## config.mk

```make
export PLATFORM = sky130hd
export DESIGN_NAME = regf_access_ctrl
export DESIGN_NICKNAME = d
export VERILOG_FILES = /design/src/rtl/regf_access_ctrl.sv
export SDC_FILE = /design/constraint.sdc
export NUM_CORES = 1
export LEC_CHECK = 0
export ABC_AREA = 1
export ABC_CLOCK_PERIOD_IN_PS = 3000
export CAP_MARGIN = 20
export CORE_AREA = 2 2 85 71
export DETAILED_ROUTE_END_ITERATION = 10
export DIE_AREA = 0 0 87 73
export PLACE_DENSITY = 0.93
export SLEW_MARGIN = 40
export SYNTH_ARGS = -nofsm -noshare
export SYNTH_HDL_FRONTEND = slang
export SYNTH_SLANG_ARGS = --single-unit
```

## constraint.sdc

```tcl
create_clock -name CLK -period 3 [get_ports CLK]
set_input_delay 0.3 -clock CLK [delete_from_list [all_inputs] [get_ports CLK]]
set_output_delay 0.3 -clock CLK [all_outputs]
set_load 0.03 [all_outputs]
```

## src/rtl/regf_access_ctrl.sv

```systemverilog
// Read/write sequencer and arbiter for the single-ported 8x16 register array.
// Optional macro REGF_DUPREAD_SKIP_EN: duplicate-index reads skip the second array read.
module regf_access_ctrl #(
    parameter int DATA_W = 16,
    parameter int ADDR_W = 3
) (
    input  logic              CLK,
    input  logic              RESET,
    input  logic              RD_REQ,
    input  logic [ADDR_W-1:0] SR1,
    input  logic [ADDR_W-1:0] SR2,
    input  logic              WR_REQ,
    input  logic [ADDR_W-1:0] DR,
    input  logic [DATA_W-1:0] WR_DATA,
    input  logic [DATA_W-1:0] RF_RDATA,
    output logic [ADDR_W-1:0] RF_ADDR,
    output logic              RF_WE,
    output logic [DATA_W-1:0] RF_WDATA,
    output logic [DATA_W-1:0] SR1OUT,
    output logic [DATA_W-1:0] SR2OUT,
    output logic              RD_DONE,
    output logic              WR_ACK,
    output logic              BUSY
);

    typedef enum logic [2:0] {
        S_IDLE = 3'd0,
        S_WR   = 3'd1,
        S_RD1  = 3'd2,
        S_RD2  = 3'd3,
        S_CAP  = 3'd4,
        S_DONE = 3'd5
    } state_t;

    state_t              state_q, state_d;
    logic                last_wr_q;
    logic [ADDR_W-1:0]   dr_q;
    logic [ADDR_W-1:0]   sr1_q;
    logic [ADDR_W-1:0]   sr2_q;
    logic [DATA_W-1:0]   wdata_q;
    logic [DATA_W-1:0]   sr1out_q;
    logic [DATA_W-1:0]   sr2out_q;
    logic                wr_accept;
    logic                rd_accept;
    logic                dup_idx;

    assign dup_idx = (sr1_q == sr2_q);

    // Ties go to whichever side was not granted last, so neither starves.
    always_comb begin
        wr_accept = 1'b0;
        rd_accept = 1'b0;
        if (state_q == S_IDLE) begin
            if (WR_REQ && (!RD_REQ || !last_wr_q)) begin
                wr_accept = 1'b1;
            end else if (RD_REQ) begin
                rd_accept = 1'b1;
            end
        end
    end

    always_comb begin
        state_d = state_q;
        case (state_q)
            S_IDLE: begin
                if (wr_accept) begin
                    state_d = S_WR;
                end else if (rd_accept) begin
                    state_d = S_RD1;
                end
            end
            S_WR:  state_d = S_IDLE;
`ifdef REGF_DUPREAD_SKIP_EN
            S_RD1: state_d = dup_idx ? S_CAP : S_RD2;
`else
            S_RD1: state_d = S_RD2;
`endif
            S_RD2:  state_d = S_CAP;
            S_CAP:  state_d = S_DONE;
            S_DONE: state_d = S_IDLE;
            default: state_d = S_IDLE;
        endcase
    end

    always_ff @(posedge CLK) begin
        if (RESET) begin
            state_q   <= S_IDLE;
            last_wr_q <= 1'b0;
            dr_q      <= '0;
            sr1_q     <= '0;
            sr2_q     <= '0;
            wdata_q   <= '0;
            sr1out_q  <= '0;
            sr2out_q  <= '0;
        end else begin
            state_q <= state_d;
            if (wr_accept) begin
                last_wr_q <= 1'b1;
                dr_q      <= DR;
                wdata_q   <= WR_DATA;
            end
            if (rd_accept) begin
                last_wr_q <= 1'b0;
                sr1_q     <= SR1;
                sr2_q     <= SR2;
            end
            // Array data lags the address by one cycle: RD2 sees SR1's word, CAP sees SR2's.
            if (state_q == S_RD2) begin
                sr1out_q <= RF_RDATA;
            end
            if (state_q == S_CAP) begin
                sr2out_q <= RF_RDATA;
`ifdef REGF_DUPREAD_SKIP_EN
                if (dup_idx) begin
                    sr1out_q <= RF_RDATA;
                end
`endif
            end
        end
    end

    always_comb begin
        RF_ADDR = '0;
        RF_WE   = 1'b0;
        WR_ACK  = 1'b0;
        RD_DONE = 1'b0;
        case (state_q)
            S_WR: begin
                RF_ADDR = dr_q;
                RF_WE   = 1'b1;
                WR_ACK  = 1'b1;
            end
            S_RD1:  RF_ADDR = sr1_q;
            S_RD2:  RF_ADDR = sr2_q;
            S_DONE: RD_DONE = 1'b1;
            default: ;
        endcase
    end

    assign BUSY     = (state_q != S_IDLE);
    assign RF_WDATA = wdata_q;
    assign SR1OUT   = sr1out_q;
    assign SR2OUT   = sr2out_q;

endmodule

```

==> results of run 1 <==
registers in the layout (all words and copies together) (netlist names):
signal,flops
last_wr_q,1
dr_q,3
sr1_q,3
SR1OUT,16
RF_WDATA,16
state_q,3
sr2_q,3
SR2OUT,16
routing by layer:
| metal | GRT usage | wire length [um] | vias to the layer above | part of all wire |
|---|---|---|---|---|
| met1 | 0.2058 | 2543 | 1057 | 0.43 |
| met4 | 0.07813 | 19 | 0 | 0.0032 |
| met3 | 0.08032 | 413 | 4 | 0.070 |
| met2 | 0.3401 | 2964 | 80 | 0.50 |
| li1 | - | - | 1241 | - |
| met5 | 0 | 0 | - | 0 |
layout make-up:
class | instances | area, um2 | share of cell area
Clock buffer | 10 | 137.6 | 0.03800
Sequential cell | 61 | 1221 | 0.3371
Multi-Input combinational cell | 234 | 996.0 | 0.2750
Inverter | 34 | 130.1 | 0.03592
Timing Repair Buffer | 101 | 1026 | 0.2832
Clock inverter | 5 | 27.53 | 0.007599
Tap cell | 67 | 83.83 | 0.02314
kinds of logic (layout without fill, tap and decap cells):
group	after synthesis	after routing	share of synthesized area
buffers and inverters	49	150	0.09913
and+or+nand+nor	198	198	0.3315
AOI/OAI and AO/OA	36	36	0.07321
DFF	61	61	0.4962
stage by stage:
step / instance area, um2 / power [mW]
after floorplan: 2461 / 1.371
after global placement: 3430 / 1.578
after detailed placement: 3430 / 1.597
after CTS: 3595 / 2.216
after global routing: 3622 / 2.337
final: 3622 / 2.205
where the power goes:
group          total [mW]  internal [mW]  switching, mW
clock network       0.609          0.311          0.298
registers           0.949          0.896         0.0531
logic               0.646          0.274          0.372
total                2.21           1.48          0.723
worst min-delay path, stage by stage, from the launching register on:
cell	delay, ns
sky130_fd_sc_hd__dfxtp_1	0.32
sky130_fd_sc_hd__nor2_1	0.04
sky130_fd_sc_hd__nor2_1	0.08
worst paths after layout:
kind | startpoint | endpoint | cells past startpoint
worst max register to register | state_q[1] | RF_WDATA[6] | 7
worst max-delay path | state_q[1] | RF_ADDR[1] | 5
worst min-delay path | RF_WDATA[12] | RF_WDATA[12] | 2
worst min register to register | RF_WDATA[12] | RF_WDATA[12] | 2
layout by cell type, fill, tap and decap left out, drive strengths merged:
cell type,n
nor2,123
nand3,12
clkinv,4
o21ai,33
clkbuf,10
clkinvlp,1
dfxtp,61
a21oi,3
buf,2
nor3,2
inv,34
nand2,61
clkdlybuf4s50,99
==> out/qor_table.md, run 1 <==
| Metric | This run |
|:---|:---|
| Run status | complete, no violations |
| Number of diodes added for antenna fixing | 0 |
| Initial core utilization | 0.4396 |
| Estimated wirelength of the detail-placed design | 4259 um |
| Site Rows | 25 |
| Cell leakage power | 1.551 nW |
| Residual DRC count | 0 |
| Number of cells upsized or downsized after cts | 0 |
| Startpoint types | flip-flop |
| Depth of the CTS H-tree | 3 |
| Post-CTS Setup Repair Bufs | 0 |
| Aggregate routed wire length | 5939 um |
| Number of nets at the end of the flow | 486 |
| Total overflow reported by the global router | 0 |
| Pin count of the biggest net entering global routing | 42 |
| Achievable frequency | 379.4 MHz |
| Portion of synthesized cell area occupied by the leading cell type | 0.4962 |
| Cell count after synthesis | 344 |
| I/O pin cnt | 100 |
| Die X | 87 um |
| Syn_area_per_cell | 7.154 um2 |
| Number of flops mapped to enable cells by yosys | 0 |
| Most instantiated library cell after synthesis | sky130_fd_sc_hd__nor2_1 |
| Final estimated routing congestion in global placement | 0.7903 |
| Largest fanout of any net on the critical path | 19 |
| Buf/Inv on CP | 2 |
| Max-cap violations | 0 |
| Pwr/cell area | 608.7 nW/um2 |
| Share of the core filled with cells | 0.6469 |
| Count of vias placed by the detailed router | 2382 |
| Number of global-route vias before repair | 2210 |
| # fillers | 472 |
| Worst hold path class | flip-flop to flip-flop |
| Area overhead of the layout relative to synthesis | 47.18% |
| Endpoint type of the worst setup path | output port |
| Die Y | 73 um |
| TritonCTS clock tree | done |
| Clock transition at the registers of the reported paths | 0.06 ns |
| Number of vias per cell after detailed routing | 4.652 |
| Max Root-Sink Buffers | 2 |
| Worst slew pin tran | 0.5509 ns |
| Layout cell share with drive strength beyond 1 | 0.07416 |
| Dominant cells by area after synthesis | sky130_fd_sc_hd__dfxtp_1 (50%), sky130_fd_sc_hd__nor2_1 (17%), sky130_fd_sc_hd__nand2_1 (9.0%), sky130_fd_sc_hd__o21ai_0 (6.7%), sky130_fd_sc_hd__inv_1 (4.7%) |
| Count of endpoints failing hold in the final timing report | 0 |
| Register bit total from synthesis | 61 |
| Worst path top cell family by delay | buffers and inverters |
| Initial antenna violation count | 0 |
| Data arrival at the endpoint of the critical path | 2.34 ns |
| DRC violation total after the first TritonRoute iteration | 85 |
| Share of synthesized area occupied by flip-flops and latches | 0.4962 |
| Share of flip-flops with an asynchronous set or reset | 0 |
| Series of cell instances along the critical path | nand3_2, inv_4, nand2_1, nand3_1, clkdlybuf4s50_1 |
| Critical path start-end classification | flip-flop to output port |
| Tightest hold margin | 0.4815 ns |
| Delay of the slowest critical-path stage | 0.67 ns |
| Synthesized netlist net count | 389 |
| Root buf cell | sky130_fd_sc_hd__clkbuf_8 |
| Setup TNS after final layout | 0 ns |
| Post-route insts no fill | 512 |
| Crit path required time | 2.70 ns |
| First-pass GRT wire length | 9508 um |
| Buffers on Ports | 99 |
| Library cell with the largest summed area after synthesis | sky130_fd_sc_hd__dfxtp_1 |
| RSZ-0062 raised after global routing | false |
| Post-synth design cell area | 2461 um2 |
| Worst reg2reg setup slack | 1.56 ns |
| Core area | 5599 um2 |
| Detailed-router iteration count before antenna repair | 6 |
| Total die area | 6351 um2 |
| Final critical path time including I/O delays and setup | 2.635 ns |
| Post-place setup slack | 0.7198 ns |
| Ys Warns | 0 |
| Final Slew Violations | 0 |
| Mean routed wirelength per cell | 11.60 um |
| Most numerous cell types in the synthesized netlist | sky130_fd_sc_hd__nor2_1 (113), sky130_fd_sc_hd__dfxtp_1 (61), sky130_fd_sc_hd__nand2_1 (59) |
| Number of buffers created by CTS | 9 |
| Worst-case vdd ir drop | 0.3927 mV |
| Max stage delay cell, worst path | sky130_fd_sc_hd__clkdlybuf4s50_1 |
| Residual antenna-violating net count after detailed routing | 0 |
| Unique masters post-synth | 21 |
| Setup Viol. Count Final | 0 |
| Share of the cycle needed by the critical path after routing | 0.8785 |
| Worst slew margin | 0.6299 |
| Total number of clock tree sinks | 61 |
| Hold-fix buffers at CTS | 0 |
| Most used flip-flop cell after synthesis | sky130_fd_sc_hd__dfxtp_1 |
| Final worst setup slack | 0.3645 ns |
| Setup skew after layout | 0.004442 ns |
| Placed Instances | 496 |
| Overall global routing resource usage | 0.1936 |
| Clock network latency to the later pin of the worst-skew pair | 0.33 ns |
No activity file was read; power rests on OpenSTA's default activity.
==> run 2: changes to the inputs <==
--- a/config.mk
+++ b/config.mk
@@ -12,7 +12,7 @@
 export DETAILED_ROUTE_END_ITERATION = 10
 export DIE_AREA = 0 0 87 73
 export PLACE_DENSITY = 0.93
-export SLEW_MARGIN = 40
+export SETUP_SLACK_MARGIN = 0.5
 export SYNTH_ARGS = -nofsm -noshare
 export SYNTH_HDL_FRONTEND = slang
 export SYNTH_SLANG_ARGS = --single-unit
==> run 2 against run 1 <==
  * Sequential power hardly changed
  * Final cell count is 0.20% lower
  * Critical path depth decreased by 2
  * Wire length fell by 0.44%
  * Count of clock-buffer cells in the layout is the same
  * Register-to-register slack got worse by 0.23 ns
==> out/qor_table.md, run 2 (same netlist as run 1, synthesis figures left out) <==
| Metric | This run | vs previous |
|:---|:---|:---|
| Worst slew pin tran | 0.7931 ns | was 0.5509 ns |
| Estimated wirelength of the detail-placed design | 4259 um | unchanged |
| Clock transition at the registers of the reported paths | 0.07 ns | was 0.06 ns |
| Pin count of the biggest net entering global routing | 42 | unchanged |
| Overall global routing resource usage | 0.1943 | was 0.1936 |
| Count of endpoints failing hold in the final timing report | 0 | unchanged |
| Final critical path time including I/O delays and setup | 2.237 ns | was 2.635 ns |
| # fillers | 474 | was 472 |
| Core area | 5599 um2 | unchanged |
| Setup skew after layout | 0.005683 ns | was 0.004442 ns |
| DRC violation total after the first TritonRoute iteration | 74 | was 85 |
| Total die area | 6351 um2 | unchanged |
| Crit path required time | 2.70 ns | about the same |
| Data arrival at the endpoint of the critical path | 1.94 ns | was 2.34 ns |
| Run status | complete, no violations | unchanged |
| Initial antenna violation count | 0 | unchanged |
| Number of buffers created by CTS | 9 | unchanged |
| Pwr/cell area | 606.8 nW/um2 | was 608.7 nW/um2 |
| Max Root-Sink Buffers | 2 | unchanged |
| Post-Layout Inst Area | 3618 um2 | was 3622 um2 |
| Largest fanout of any net on the critical path | 5 | was 19 |
| Critical path start-end classification | flip-flop to output port | unchanged |
| Achievable frequency | 446.9 MHz | was 379.4 MHz |
| TritonCTS clock tree | done | unchanged |
| Root buf cell | sky130_fd_sc_hd__clkbuf_8 | unchanged |
| Aggregate routed wire length | 5913 um | was 5939 um |
| Setup TNS after final layout | 0 ns | unchanged |
| Die X | 87 um | unchanged |
| Placed cell area | 3430 um2 | unchanged |
| Buffers on Ports | 99 | unchanged |
| Detailed-router iteration count before antenna repair | 4 | was 6 |
| Number of diodes added for antenna fixing | 0 | unchanged |
| Worst-case vdd ir drop | 0.3963 mV | was 0.3927 mV |
| Residual antenna-violating net count after detailed routing | 0 | unchanged |
| Number of global-route vias before repair | 2206 | was 2210 |
| Share of the cycle needed by the critical path after routing | 0.7458 | was 0.8785 |
| Startpoint types | flip-flop | unchanged |
| Initial core utilization | 0.4396 | unchanged |
| Setup Viol. Count Final | 0 | unchanged |
| RSZ-0062 raised after global routing | false | unchanged |
| Most frequent standard cell in the layout excluding fill and tap cells | sky130_fd_sc_hd__nor2_1 | unchanged |
| Residual DRC count | 0 | unchanged |
| Number of vias per cell after detailed routing | 4.673 | was 4.652 |
| Commonest cells after routing, fill and taps aside | sky130_fd_sc_hd__nor2_1 (113), sky130_fd_sc_hd__clkdlybuf4s50_1 (96), sky130_fd_sc_hd__dfxtp_1 (60) | was sky130_fd_sc_hd__nor2_1 (113), sky130_fd_sc_hd__clkdlybuf4s50_1 (99), sky130_fd_sc_hd__dfxtp_1 (61) |
| Layout cell share with drive strength beyond 1 | 0.07658 | was 0.07416 |
| I/O pin cnt | 100 | unchanged |
| Count of vias placed by the detailed router | 2388 | was 2382 |
| Total number of clock tree sinks | 61 | unchanged |
| First-pass GRT wire length | 9549 um | was 9508 um |
| Depth of the CTS H-tree | 3 | unchanged |
| Hold-fix buffers at CTS | 0 | unchanged |
| Worst slew margin | 0.4700 | was 0.6299 |
| Final estimated routing congestion in global placement | 0.7903 | unchanged |
| Endpoint type of the worst setup path | output port | unchanged |
| Final Slew Violations | 0 | unchanged |
| Power Total | 2.196 mW | was 2.205 mW |
| Die Y | 73 um | unchanged |
| Clock network latency to the later pin of the worst-skew pair | 0.33 ns | about the same |
| Area overhead of the layout relative to synthesis | 47.03% | was 47.18% |
| Number of nets at the end of the flow | 485 | was 486 |
| Worst hold path class | flip-flop to flip-flop | unchanged |
| Cell leakage power | 1.596 nW | was 1.551 nW |
| Mean routed wirelength per cell | 11.57 um | was 11.60 um |
| Site Rows | 25 | unchanged |
| Total overflow reported by the global router | 0 | unchanged |
| Max-cap violations | 0 | unchanged |
[run 2: final cells by class]
cell class / instances / area (um2) / share of cell area
clock buffer: 10 / 137.6 / 0.03804
clock inverter: 5 / 27.53 / 0.007607
inverter: 34 / 132.6 / 0.03665
multi-input combinational: 234 / 1008 / 0.2787
sequential: 61 / 1222 / 0.3378
tap: 67 / 83.83 / 0.02317
timing repair buffer: 100 / 1006 / 0.2780
[run 2: worst max-delay path, stage by stage (launching register included)]
cell                              delay [ns]
sky130_fd_sc_hd__dfxtp_1                0.44
sky130_fd_sc_hd__inv_1                  0.13
sky130_fd_sc_hd__nor3_2                 0.29
sky130_fd_sc_hd__clkdlybuf4s50_1        0.75
[run 2: metrics by stage]
step / cells / setup slack [ns] / util / hold slack (ns)
floorplan: 344 / 0.9641 / - / 0.3691
global placement: 496 / 0.7902 / 0.6125 / 0.4634
detailed placement: 496 / 0.7198 / 0.6125 / 0.4728
CTS: 511 / 0.5155 / 0.6447 / 0.4857
global route: 511 / 0.6942 / 0.6463 / 0.5025
finish: 511 / 0.7626 / 0.6463 / 0.4816
[run 2: worst paths after layout]
path / startpoint / endpoint / slack (ns) / depth (start not counted)
max: state_q[0] / WR_ACK / 0.76 / 3
min: RF_WDATA[12] / RF_WDATA[12] / 0.48 / 2
max reg2reg: state_q[0] / RF_WDATA[15] / 1.33 / 6
min reg2reg: RF_WDATA[12] / RF_WDATA[12] / 0.48 / 2
[run 2: power breakdown]
group	internal [mW]	switching (mW)
Combinational	0.262	0.370
Sequential	0.897	0.0545
Clock	0.311	0.302
Total	1.47	0.726
[run 2: per-layer routing]
metal / track usage / share of wire / vias up
met5: 0 / 0 / -
met4: 0.07813 / 0.010 / 0
met3: 0.08032 / 0.067 / 7
met2: 0.3350 / 0.49 / 76
met1: 0.2121 / 0.43 / 1062
li1: - / - / 1243
[run 2: timing repair]
item / CTS / global route
buffers inserted: 0 / 0
resized for setup: 3 / 4
setup endpoints to repair: 3 / 3
==> run 3: changes to the inputs <==
--- a/config.mk
+++ b/config.mk
@@ -6,12 +6,12 @@
 export NUM_CORES = 1
 export LEC_CHECK = 0
 export ABC_AREA = 1
-export ABC_CLOCK_PERIOD_IN_PS = 3000
+export ABC_CLOCK_PERIOD_IN_PS = 2000
 export CAP_MARGIN = 20
-export CORE_AREA = 2 2 85 71
+export CORE_AREA = 2 2 92 77
 export DETAILED_ROUTE_END_ITERATION = 10
-export DIE_AREA = 0 0 87 73
-export PLACE_DENSITY = 0.93
+export DIE_AREA = 0 0 94 79
+export PLACE_DENSITY = 0.85
 export SETUP_SLACK_MARGIN = 0.5
 export SYNTH_ARGS = -nofsm -noshare
 export SYNTH_HDL_FRONTEND = slang
==> constraint.sdc (replaced) <==
create_clock -name CLK -period 2 [get_ports CLK]
set_input_delay 0.2 -clock CLK [delete_from_list [all_inputs] [get_ports CLK]]
set_output_delay 0.2 -clock CLK [all_outputs]
set_load 0.03 [all_outputs]
==> run 3 against run 2 <==
  * First-iteration DRC count fell by 26%
  * Clock skew rose by 0.00053 ns
  * Die area rose by 17%
  * Non-clock buffer count rose by 6
  * Critical path depth rose by 1
  * Combinational power rose by 46%
  * Sequential power rose by 49%
  * Power rose by 49%
  * Flip-flop and latch count did not move
==> out/qor_table.md, run 3 (same netlist as run 1, synthesis figures left out) <==
| Metric | This run | vs previous |
|:---|:---|:---|
| Pwr/cell area | 895.5 nW/um2 | was 606.8 nW/um2 |
| Buffers on Ports | 99 | unchanged |
| Met2 WL post-DR | 3011 um | was 2906 um |
| Final Slew Violations | 0 | unchanged |
| First-pass GRT wire length | 9998 um | was 9549 um |
| Detailed-router iteration count before antenna repair | 4 | unchanged |
| Site Rows | 27 | was 25 |
| Area overhead of the layout relative to synthesis | 48.65% | was 47.03% |
| Count of vias placed by the detailed router | 2388 | unchanged |
| Pin count of the biggest net entering global routing | 45 | was 42 |
| Mean routed wirelength per cell | 11.24 um | was 11.57 um |
| Most frequent standard cell in the layout excluding fill and tap cells | sky130_fd_sc_hd__nor2_1 | unchanged |
| Startpoint of the worst setup timing path | state_q[1] | was state_q[0] |
| Final estimated routing congestion in global placement | 0.7602 | was 0.7903 |
| Share of the cycle needed by the critical path after routing | 0.7511 |  |
| Number of vias per cell after detailed routing | 4.455 | was 4.673 |
| Reg2reg path depth | 7 | was 6 |
| Placed cell area | 3493 um2 | was 3430 um2 |
| DRC violation total after the first TritonRoute iteration | 55 | was 74 |
| Final critical path time including I/O delays and setup | 1.502 ns |  |
| Cell leakage power | 1.819 nW | was 1.596 nW |
| Worst hold path class | primary input to flip-flop | was flip-flop to flip-flop |
| Count of endpoints failing hold in the final timing report | 0 | unchanged |
| Layout cell share with drive strength beyond 1 | 0.1203 | was 0.07658 |
| Routed met1 length | 2594 um | was 2552 um |
| Initial antenna violation count | 0 | unchanged |
| Worst reg2reg setup slack | 0.65 ns | was 1.33 ns |
| Highest metal layer used by the detailed router | met4 | unchanged |
| RSZ-0062 raised after global routing | true | was false |
| Number of diodes added for antenna fixing | 0 | unchanged |
| Sum of met3 wire segment lengths after detailed routing | 344 um | was 394 um |
| Estimated wirelength of the detail-placed design | 4373 um | was 4259 um |
| Worst-case vdd ir drop | 0.4903 mV | was 0.3963 mV |
| Worst slew margin | 0.6773 | was 0.4700 |
| Share of the core filled with cells | 0.5554 | was 0.6463 |
| Root buf cell | sky130_fd_sc_hd__clkbuf_8 | unchanged |
| Setup Viol. Count Final | 0 | unchanged |
| Max Root-Sink Buffers | 2 | unchanged |
| Total number of clock tree sinks | 61 | unchanged |
| Depth of the CTS H-tree | 3 | unchanged |
| Initial core utilization | 0.3736 | was 0.4396 |
| Worst slew pin tran | 0.4841 ns | was 0.7931 ns |
| Number of nets at the end of the flow | 491 | was 485 |
| Core area | 6588 um2 | was 5599 um2 |
| Clock transition at the registers of the reported paths | 0.07 ns | about the same |
| Die X | 94 um | was 87 um |
| TritonCTS clock tree | done | unchanged |
| Post-Layout Inst Area | 3659 um2 | was 3618 um2 |
| Endpoint type of the worst setup path | output port | unchanged |
| Achievable frequency | 665.7 MHz |  |
| Worst setup path end | RF_ADDR[1] | was WR_ACK |
| # fillers | 639 | was 474 |
| Number of buffers created by CTS | 9 | unchanged |
| Startpoint of the lowest-slack register-to-register path | state_q[0] | unchanged |
| Residual DRC count | 0 | unchanged |
| Residual antenna-violating net count after detailed routing | 0 | unchanged |
| Commonest cells after routing, fill and taps aside | sky130_fd_sc_hd__nor2_1 (112), sky130_fd_sc_hd__nand2_1 (59), sky130_fd_sc_hd__dfxtp_1 (58) | was sky130_fd_sc_hd__nor2_1 (113), sky130_fd_sc_hd__clkdlybuf4s50_1 (96), sky130_fd_sc_hd__dfxtp_1 (60) |
| I/O pin cnt | 100 | unchanged |
| Number of global-route vias before repair | 2237 | was 2206 |
| Run status | complete, no violations | unchanged |
| Overall global routing resource usage | 0.1709 | was 0.1943 |
| Setup TNS after final layout | 0 ns | unchanged |
| Total overflow reported by the global router | 0 | unchanged |
| Setup skew after layout | 0.006215 ns | was 0.005683 ns |
| Aggregate routed wire length | 6025 um | was 5913 um |
| Startpoint types | flip-flop | unchanged |
| Clock network latency to the later pin of the worst-skew pair | 0.33 ns | about the same |
| Capturing point of the worst reg2reg path | RF_WDATA[7] | was RF_WDATA[15] |
| Largest fanout of any net on the critical path | 6 | was 5 |
| Total die area | 7426 um2 | was 6351 um2 |
| Placed Instances | 519 | was 496 |
| Post-route insts no fill | 536 | was 511 |
| Data arrival at the endpoint of the critical path | 1.30 ns | was 1.94 ns |
| Max-cap violations | 0 | unchanged |
| Crit path required time | 1.80 ns | was 2.70 ns |
| Die Y | 79 um | was 73 um |
| Critical path start-end classification | flip-flop to output port | unchanged |
==> run 3: changes by cell type in the layout (fill, tap and decap cells not counted), sizes merged <==
cell | before | now
clkdlybuf4s50 | 96 | 44
clkinvlp | 1 | 0
dlymetal6s2s | 3 | 0
clkinv | 4 | 2
dlygate4sd2 | 0 | 48
clkbuf | 10 | 12
buf | 1 | 14
==> run 3: how the worst min path moves through the flow <==
stage	slack, ns	to	startpoint	cells after the start
2_1_floorplan	0.27	state_q[2]	RESET	1
6_report	0.47	RF_WDATA[1]	WR_DATA[1]	5
4_1_cts	0.45	RF_WDATA[1]	WR_DATA[1]	5
5_1_grt	0.46	state_q[0]	RESET	2
3_5_place_dp	0.47	RF_WDATA[12]	RF_WDATA[12]	2
3_3_place_gp	0.46	SR2OUT[10]	SR2OUT[10]	2
==> run 3: cell type report <==
class / instances / area (um2) / area share
timing repair buffer: 106 / 982.2 / 0.2685
tap: 87 / 108.9 / 0.02975
sequential: 61 / 1232 / 0.3369
clock inverter: 2 / 10.01 / 0.002736
inverter: 34 / 140.1 / 0.03830
multi-input combinational: 234 / 1030 / 0.2815
clock buffer: 12 / 155.1 / 0.04241
==> run 3: worst max-delay path, stage by stage (launching register included) <==
cell                      delay [ns]
sky130_fd_sc_hd__dfxtp_4        0.38
sky130_fd_sc_hd__nor3_4         0.27
sky130_fd_sc_hd__nand2_1        0.11
sky130_fd_sc_hd__nand3_2        0.08
sky130_fd_sc_hd__buf_6          0.13
==> run 3: repair_timing <==
action                                  CTS  global route
endpoints found under the setup margin   55             8
hold endpoints to repair                  0             0
pin swaps                                 6             2
setup buffers                             2             1
gates resized for setup                  81             9
hold buffers                              0             0
==> run 3: through the flow <==
step	hold WS (ns)	setup WS [ns]	power, mW
detailed placement	0.4722	0.2617	2.427
global placement	0.4606	0.3101	2.400
CTS	0.4512	0.4261	3.318
floorplan	0.2691	0.5810	2.063
global route	0.4614	0.4112	3.492
finish	0.4691	0.4979	3.276
==> run 3: where the power goes <==
part,leakage [nW],switching (mW),internal [mW]
clock,0.0881,0.431,0.499
combinational,1.23,0.569,0.352
sequential,0.500,0.0773,1.35
total,1.82,1.08,2.20
==> run 3: layer usage <==
metal,up-vias,GRT usage
met2,75,0.2957
li1,1247,-
met1,1059,0.1954
met4,0,0.06957
met5,-,0
met3,7,0.05408
==> RTL edit (settings of run 3) <==
Set the parameter `ADDR_W` to 4 (it was 3).
--- a/src/rtl/regf_access_ctrl.sv
+++ b/src/rtl/regf_access_ctrl.sv
@@ -4,3 +4,3 @@
     parameter int DATA_W = 16,
-    parameter int ADDR_W = 3
+    parameter int ADDR_W = 4
 ) (
Interface: changed (resized DR, RF_ADDR, SR1 and SR2); port bits go from 100 to 104. No check against the original RTL was run, so the function may have changed too.
==> RTL edit against run 3 <==
Wire length increased by 10%; global-route usage increased by 0.84 points; sequential cell count increased by 3; register-to-register slack lost 0.04 ns; area after synthesis grew 3.3%; total power is 17% higher; design area up 7.0%; final cell count grew 5.8%; setup slack got worse by 0.093 ns.
==> RTL edit: results (changes against run 3) <==
FINAL_LAYOUT_SIZE_SUFFIX_GT1_SHARE_PCT=11.5  # -0.57 points
CTS-BUFFERS-INSERTED=9  # unchanged
GRT_FIRST_PASS_WIRELENGTH_UM=10500  # +5.0%
GRT_PASS1_VIAS=2441  # +9.1%
SYNTH_SEQ_AREA_SHARE_PCT=50.4  # +0.77 points
CLOCK-SKEW-FINAL_NS=0.00575  # -0.000461 ns
CP-STARTPOINT='state_q[1]'
CRITPATHMAXSTAGEDELAY_NS=0.37
GROUTE.LAYER.MET3.USAGE_PCT=8.44  # +3.0 points
YOSYS_MOST_USED_DFF='sky130_fd_sc_hd__dfxtp_1'
PORT-BUFFER-COUNT=103  # +4.0%
FINALWEIGHTEDCONGESTION=0.783  # +2.9%
IRDROPWORSTVDD_V=0.000607  # +24%
TIMING.REG2REG.SETUP_SLACK_NS=0.61  # -0.04 ns
RR_ENDPOINT='RF_WDATA[1]'
DETAIL_ROUTE.FIRST_PASS.ITERATIONS=4  # unchanged
SYNTH_CELL_TYPE_COUNT=19  # -9.5%
WORST_HOLD_PATH_TYPE='in -> reg'
R2R.WORST_PATH.CELLS=8  # +1
SYNTH_TOP_CELLS_BY_AREA='sky130_fd_sc_hd__dfxtp_1 (50%), sky130_fd_sc_hd__nor2_1 (18%), sky130_fd_sc_hd__nand2_1 (9.7%)'
CRIT_PATH_END='RF_ADDR[2]'
CLK_PATH_BUF_DEPTH=2  # unchanged
REG2REG_FROM='state_q[0]'
DPL.HPWL_UM=4730  # +8.2%
RUN_STATUS='finished, final reports clean'
WORST_PATH_MAX_DELAY_CELL='sky130_fd_sc_hd__dfxtp_4'
INITIALDRTVIOLATIONCOUNT=56  # +1.8%
DRT_WL_CELL_UM=11.7  # +4.3%
GR-USAGE-ALL-LAYERS_PCT=17.9  # +0.84 points
GROUTE.LAYER.MET2.USAGE_PCT=32.6  # +3.0 points
MAX_SLEW.WORST_PIN.SLEW_NS=0.418  # -0.0661 ns
POST_DP_CELL_AREA_UM2=3660  # +4.8%
YS_TOP_CELLS_BY_COUNT='sky130_fd_sc_hd__nor2_1 (125), sky130_fd_sc_hd__nand2_1 (66), sky130_fd_sc_hd__dfxtp_1 (64), sky130_fd_sc_hd__inv_1 (34), sky130_fd_sc_hd__o21ai_0 (33)'
FINAL_NETS=523  # +6.5%
SYNTH_NETS=415  # +6.7%
CP_MAX_FANOUT=6  # unchanged
USE_MET1_PCT=18.0  # -1.5 points
CP.ARRIVAL_NS=1.39  # +0.09 ns
POST-ROUTE-MIN-PERIOD_NS=1.59  # +0.0926 ns
PLACE_WS_NS=0.341  # +0.0797 ns
LEAKAGE_POWER_nW=1.95  # +7.0%
GRT_MAX_DEGREE=34  # -24%
FILL_CELLS=623  # -2.5%
DR_TOTAL_VIAS=2584  # +8.2%
## RTL edit: power breakdown
group | switching [mW] | internal, mW | total, mW
sequential | 0.0766 | 1.41 | 1.49
clock | 0.512 | 0.829 | 1.34
combinational | 0.609 | 0.384 | 0.993
total | 1.20 | 2.63 | 3.82
## RTL edit: logic make-up after synthesis
kind of cell           count (synthesis)  synth area share [%]
AOI/OAI and AO/OA                     36                  7.09
buffers and inverters                 53                  8.91
DFF                                   64                  50.4
and+or+nand+nor                      214                  33.6
## RTL edit: worst min-delay path by stage
stage | start | endpoint | slack [ns] | cells past startpoint
2_1_floorplan | RESET | state_q[2] | 0.27 | 1
3_3_place_gp | SR1OUT[13] | SR1OUT[13] | 0.46 | 2
3_5_place_dp | RF_WDATA[8] | RF_WDATA[8] | 0.47 | 2
4_1_cts | RESET | state_q[0] | 0.44 | 2
5_1_grt | RESET | state_q[0] | 0.47 | 2
6_report | WR_DATA[5] | RF_WDATA[5] | 0.46 | 5
## RTL edit: final cells by class
class                           instances  area share [%]
Sequential cell                        64            32.9
Clock inverter                          7            3.07
Timing Repair Buffer                  113            27.0
Tap cell                               87            2.78
Multi-Input combinational cell        250            27.4
Clock buffer                            9            3.16
Inverter                               37            3.68
## RTL edit: through the flow
stage                     std cells  power (mW)  util [%]
after detailed placement        547        2.54      55.6
after global placement          547        2.51      55.6
after CTS                       564        3.83      58.8
final                           567        3.82      59.4
after floorplan                 367        2.13         -
after global routing            567        4.03      59.4
## RTL edit: worst register-to-register path: stages (launching register included)
cell,delay (ns)
sky130_fd_sc_hd__dfxtp_4,0.36
sky130_fd_sc_hd__buf_4,0.14
sky130_fd_sc_hd__nor2_4,0.12
sky130_fd_sc_hd__nand2_2,0.11
sky130_fd_sc_hd__nor2_4,0.16
sky130_fd_sc_hd__buf_12,0.19
sky130_fd_sc_hd__nand2_1,0.08
sky130_fd_sc_hd__nand2_1,0.07
sky130_fd_sc_hd__nor2_1,0.04
## RTL edit: layer usage
layer	part of all wire, %	vias to the layer above	wire (um)
met5	0	-	0
met4	1.8	0	118
met3	9.5	16	628
met2	46	111	3090
met1	42	1134	2810
li1	-	1323	-
## RTL edit: timing repair
action | 4_1_cts | 5_1_grt
pin swaps | 9 | 5
gates resized for setup | 80 | 12
endpoints found under the setup margin | 56 | 39
setup buffers | 1 | 3
